File: src/rtl/i2s_tx_sequencer.sv
// Philips I2S transmit sequencer: pops one stereo pair per frame from the TX FIFOs
// and shifts it out MSB first with the one-bit WS delay.
module i2s_tx_sequencer #(
    parameter int DATA_W  = 32,
    parameter int CLK_DIV = 4
) (
    input  logic              pclk,
    input  logic              presetn,
    input  logic              i2s_enable_i,
    input  logic              fifol_empty_i,
    input  logic [DATA_W-1:0] fifol_rdata_i,
    output logic              fifol_rd_o,
    input  logic              fifor_empty_i,
    input  logic [DATA_W-1:0] fifor_rdata_i,
    output logic              fifor_rd_o,
    output logic              sck_o,
    output logic              ws_o,
    output logic              sd_o,
    output logic              busy_o,
    output logic              underrun_o
);

    localparam int DIV_W  = (CLK_DIV > 1) ? $clog2(CLK_DIV) : 1;
    localparam int SLOT_W = $clog2(2 * DATA_W);

    localparam logic [1:0] ST_IDLE  = 2'd0;
    localparam logic [1:0] ST_LOAD  = 2'd1;
    localparam logic [1:0] ST_SHIFT = 2'd2;
    localparam logic [1:0] ST_DRAIN = 2'd3;

    localparam logic [DIV_W-1:0]  DIV_LAST      = DIV_W'(CLK_DIV - 1);
    localparam logic [SLOT_W-1:0] SLOT_LAST     = SLOT_W'(2 * DATA_W - 1);
    localparam logic [SLOT_W-1:0] SLOT_LEFT_END = SLOT_W'(DATA_W);
    localparam logic [SLOT_W-1:0] SLOT_WS_RISE  = SLOT_W'(DATA_W - 1);

    logic [1:0]        state_q, state_d;
    logic [DIV_W-1:0]  div_q, div_d;
    logic [SLOT_W-1:0] slot_q, slot_d;
    logic              sck_q, sck_d;
    logic              ws_q, ws_d;
    logic              sd_q, sd_d;
    logic              rlsb_q, rlsb_d;
    logic              underrun_q, underrun_d;
    logic [DATA_W-1:0] shl_q, shl_d;
    logic [DATA_W-1:0] shr_q, shr_d;

    logic              phase_end;
    logic              slot_end;
    logic              last_slot;
    logic              frame_go;
    logic              start_frame;
    logic              pop;
    logic [SLOT_W-1:0] slot_nxt;

    assign phase_end = (div_q == DIV_LAST);
    assign slot_end  = phase_end && sck_q;
    assign last_slot = (slot_q == SLOT_LAST);
    assign frame_go  = i2s_enable_i && !fifol_empty_i && !fifor_empty_i;
    assign slot_nxt  = slot_q + SLOT_W'(1);

    // Pops are gated by reset so an abandoned frame never consumes a word.
    assign pop = presetn && ((state_q == ST_LOAD) ||
                             ((state_q == ST_SHIFT) && slot_end && last_slot && frame_go));

    always_comb begin
        state_d     = state_q;
        div_d       = div_q;
        slot_d      = slot_q;
        sck_d       = sck_q;
        ws_d        = ws_q;
        sd_d        = sd_q;
        rlsb_d      = rlsb_q;
        underrun_d  = 1'b0;
        shl_d       = shl_q;
        shr_d       = shr_q;
        start_frame = 1'b0;

        case (state_q)
            ST_IDLE: begin
                if (frame_go) begin
                    state_d = ST_LOAD;
                end
            end
            ST_LOAD: begin
                start_frame = 1'b1;
            end
            ST_SHIFT, ST_DRAIN: begin
                if (phase_end) begin
                    div_d = '0;
                    sck_d = ~sck_q;
                end else begin
                    div_d = div_q + DIV_W'(1);
                end
                if (slot_end) begin
                    if (state_q == ST_DRAIN) begin
                        state_d = ST_IDLE;
                        sck_d   = 1'b0;
                        sd_d    = 1'b0;
                        ws_d    = 1'b0;
                        rlsb_d  = 1'b0;
                        slot_d  = '0;
                    end else if (last_slot) begin
                        if (frame_go) begin
                            start_frame = 1'b1;
                        end else begin
                            state_d    = ST_DRAIN;
                            sd_d       = rlsb_q;
                            ws_d       = 1'b0;
                            underrun_d = i2s_enable_i;
                        end
                    end else begin
                        slot_d = slot_nxt;
                        if (slot_nxt <= SLOT_LEFT_END) begin
                            sd_d  = shl_q[DATA_W-1];
                            shl_d = {shl_q[DATA_W-2:0], 1'b0};
                        end else begin
                            sd_d  = shr_q[DATA_W-1];
                            shr_d = {shr_q[DATA_W-2:0], 1'b0};
                        end
                        // WS leads the channel data by one slot.
                        ws_d = (slot_nxt >= SLOT_WS_RISE) && (slot_nxt != SLOT_LAST);
                    end
                end
            end
            default: begin
                state_d = ST_IDLE;
            end
        endcase

        if (start_frame) begin
            state_d = ST_SHIFT;
            slot_d  = '0;
            div_d   = '0;
            sck_d   = 1'b0;
            sd_d    = rlsb_q;
            ws_d    = 1'b0;
            shl_d   = fifol_rdata_i;
            shr_d   = fifor_rdata_i;
            rlsb_d  = fifor_rdata_i[0];
        end
    end

    always_ff @(posedge pclk) begin
        if (!presetn) begin
            state_q    <= ST_IDLE;
            div_q      <= '0;
            slot_q     <= '0;
            sck_q      <= 1'b0;
            ws_q       <= 1'b0;
            sd_q       <= 1'b0;
            rlsb_q     <= 1'b0;
            underrun_q <= 1'b0;
            shl_q      <= '0;
            shr_q      <= '0;
        end else begin
            state_q    <= state_d;
            div_q      <= div_d;
            slot_q     <= slot_d;
            sck_q      <= sck_d;
            ws_q       <= ws_d;
            sd_q       <= sd_d;
            rlsb_q     <= rlsb_d;
            underrun_q <= underrun_d;
            shl_q      <= shl_d;
            shr_q      <= shr_d;
        end
    end

    assign fifol_rd_o = pop;
    assign fifor_rd_o = pop;
    assign sck_o      = sck_q;
    assign ws_o       = ws_q;
    assign sd_o       = sd_q;
    assign busy_o     = (state_q != ST_IDLE);
    assign underrun_o = underrun_q;

endmodule

File: config.mk
export PLATFORM = sky130hd
export DESIGN_NAME = i2s_tx_sequencer
export DESIGN_NICKNAME = d
export VERILOG_FILES = /design/src/rtl/i2s_tx_sequencer.sv
export SDC_FILE = /design/constraint.sdc
export NUM_CORES = 1
export LEC_CHECK = 0
export BUFFER_PORTS_ARGS = -buffer_cell sky130_fd_sc_hd__buf_2
export CAP_MARGIN = 20
export CORE_UTILIZATION = 37
export CTS_BUF_LIST = sky130_fd_sc_hd__clkbuf_8 sky130_fd_sc_hd__clkbuf_16
export DETAILED_ROUTE_END_ITERATION = 6
export SLEW_MARGIN = 20
export SYNTH_ARGS = -nofsm -noshare
export SYNTH_HDL_FRONTEND = slang
export SYNTH_SLANG_ARGS = --single-unit
export TNS_END_PERCENT = 5
File: constraint.sdc
create_clock -name pclk -period 3 [get_ports pclk]
set_clock_uncertainty 0.2 [all_clocks]
set_input_delay 0 -clock pclk [delete_from_list [all_inputs] [get_ports pclk]]
set_output_delay 0 -clock pclk [all_outputs]
set_load 0.02 [all_outputs]
==> metrics.csv <==
stage,metric,value,unit
status,status,finished clean,
routing,drt total wl,11400,µm
grt,vias in the first global route,3976,
floorplan,die area,11200,µm²
routing,drt pass-1 iters,5,
routing,vias per inst,5.47,
logic_synthesis,Ys Warns,0,
pwr,Leak,2.32,nW
logic_synthesis,cell taking the most area after synthesis,dfxtp_1,
sta,FMAX,354,MHz
logic_synthesis,syn nets,541,
critical_path,RR Endpoint,shl_q[1]$_SDFFE_PN0P_,
placed_design,DP Worst Slack,0.470,ns
sta,worst slew pin tran,0.475,ns
finish,Layout Area Growth over Synthesis,42.2,%
sta,Final Hold Viols,0,
logic_synthesis,Cell variety after synth,51,
clock_network,clock root buffer master,clkbuf_8,
critical_path,kind of critical path,reg2reg,
critical_path,R2R Path Start,slot_q[1]$_SDFFE_PP0P_,
sta,Min Hold Slack,0.252,ns
sta,crit share post-route,0.942,
floorplan,I/O pins,76,
logic_synthesis,Yosys top cell area share,0.396,
pwr,PwrDens,368,nW/µm²
critical_path,critical path data arrival time,2.92,ns
routing,WL/cell,15.0,µm
clock_network,worst skew pair latency,0.36,ns
routing,via count,4165,
logic_synthesis,#FFs+latches synth,79,
finish,nets,694,
logic_synthesis,top-count cell post-synth,nor3_1,
routing,initial DRC count,278,
sta,worst setup margin,0.173,ns
logic_synthesis,main flop type after synthesis,dfxtp_1,
clock_network,Sink Count,79,
logic_synthesis,Post-synth EDFFs,0,
logic_synthesis,synth top area cells,"dfxtp_1 40%, nor3_1 12%, mux2i_1 8.8%",
logic_synthesis,Mapped Cells,468,
logic_synthesis,sequential share of the synthesized area,0.396,
grt,GRT Total Usage,0.200,
clock_network,H-tree depth,3,
sta,Final setup violation count,0,
job,max cap viols,0,
pwr,Pwr Total,2.09,mW
critical_path,Worst Path Required,3.09,ns
sta,RSZ-0062 raised after global routing,no,
clock_network,CTS tree,done,
routing,Post-DRT Antenna Nets,0,
critical_path,CP endpoint kind,flop,
sta,Pins Over Slew Limit,0,
critical_path,Reg2Reg Setup Slack,0.17,ns
logic_synthesis,"Avg Cell Area, Syn",8.53,µm²
logic_synthesis,Syn Std Cell Area,3990,µm²
finish,final instance area,5670,µm²
sta,Fin Setup TNS,0,ns
clock_network,"Clk pin slew, worst setup/hold paths",0.08,ns
finish,share of cells above drive strength 1,0.203,
floorplan,core region area,10400,µm²
grt,largest net degree at the start of global routing,64,
sta,relative slew slack,0.683,
floorplan,die span in x,106,µm
clock_network,CTS Buffer Depth,2,
placed_design,Port Buf Inserts,75,
placed_design,Area after DPL,4420,µm²
placed_design,GPL Wtd Cong,0.842,
critical_path,Worst Setup SP,slot_q[1]$_SDFFE_PP0P_,
finish,number of diodes,0,
routing,DRC,0,
worst_hold_path,Hold/Removal Path Class,in2reg,
logic_synthesis,Post-synth top cells,"96 x nor3_1, 79 x dfxtp_1, 41 x a21oi_1",
pwr,VDD IR max,245,µV
logic_synthesis,Synth async-reset ratio,0,
sta,crit path time final,2.83,ns
placed_design,hpwl dp,6160,µm
critical_path,Setup crit end,shl_q[1]$_SDFFE_PN0P_,
floorplan,initial core utilization,0.385,
grt,initial antenna violation count,0,
floorplan,Die Y-Extent,106,µm
critical_path,R2R depth,8,
critical_path,critical path peak fanout,32,
floorplan,FP Rows,37,
grt,GR Overflow Total,0,
clock_network,TritonCTS buffer count,9,
critical_path,startpoint types,flop,
grt,first-pass GRT wire length,18300,µm
worst max-delay path, stage by stage, from the launching register on:
cell and delay, ns:
dfxtp_1 0.48, ha_2 0.37, a21o_1 0.11, a31oi_1 0.16, o31ai_4 0.36, buf_12 0.21, o21ai_0 0.10, a21oi_1 0.18
dlygate4sd3_1 0.58
placed cells by master (no fill, tap or decap), types with 4 or more instances in the layout:
master         instances
o221ai_1              31
nand3_1                7
dfxtp_1               79
clkbuf_8              10
nor3_1                96
dlygate4sd3_1         95
nor2_1                15
inv_1                  6
mux2i_1               35
nor2b_1                4
o21ai_1               10
a31oi_1                6
buf_4                 15
buf_2                 75
a21oi_1               41
o21ai_0               28
nand2_1               12
flip-flops by register name (all words and copies together) (netlist names):
signal and cells:
shl_q 32, shr_q 32, slot_q 6, div_q 2, state_q 2, rlsb_q 1
sck_o 1, sd_o 1, underrun_o 1, ws_o 1
metal layers:
| metal | wire length [µm] | track usage | part of all wire |
|---|---|---|---|
| met5 | 0 | 0 | 0 |
| met4 | 247 | 0.0853 | 0.022 |
| met3 | 582 | 0.0359 | 0.051 |
| met2 | 5440 | 0.329 | 0.48 |
| met1 | 5140 | 0.257 | 0.45 |
where the power goes:
| group | leakage, nW | switching (mW) | internal [mW] | total (mW) |
|---|---|---|---|---|
| Sequential | 0.639 | 0.0115 | 1.07 | 1.08 |
| Clock | 0.0849 | 0.424 | 0.326 | 0.750 |
| Combinational | 1.59 | 0.105 | 0.153 | 0.258 |
cells by family (layout without fill, tap and decap cells):
family	count (synthesis)	in the layout	share of synthesized area
adders and majority gates	4	4	0.0125
AOI/OAI and AO/OA	135	135	0.219
DFF	79	79	0.396
muxes	35	35	0.0878
buffers and inverters	55	213	0.0718
and+or+nand+nor	160	160	0.213
layout make-up:
cell class,count,area [µm²]
well taps,136,170
flip-flops and latches,79,1580
fillers,943,4700
multi-input cells,334,2150
repair buffers,191,1570
inverters,6,22.5
clock inverters,6,45.0
clock buffers,10,138
worst min path at each step:
stage,startpoint,endpoint,depth (start not counted)
global placement,fifol_rdata_i[0],shl_q[0]$_SDFFE_PN0P_,2
global route,fifor_empty_i,rlsb_q$_SDFFE_PN0P_,6
detailed placement,fifol_rdata_i[0],shl_q[0]$_SDFFE_PN0P_,2
CTS,fifor_empty_i,shr_q[15]$_SDFFE_PN0P_,6
floorplan,fifol_rdata_i[0],shl_q[0]$_SDFFE_PN0P_,1
finish,fifor_empty_i,shr_q[1]$_SDFFE_PN0P_,6
per-stage QoR:
step	util	std cells
2_1_floorplan	-	468
3_3_place_gp	0.426	644
3_5_place_dp	0.426	644
4_1_cts	0.535	755
5_1_grt	0.547	762
6_report	0.547	762
what timing repair did:
item                                    in CTS  in global routing
resized for setup                            0                  6
hold buffers                                95                  0
setup buffers                                0                  4
endpoints found under the setup margin       0                 25
endpoints found under the hold margin       68                  0
No activity file was read; power rests on OpenSTA's default activity.
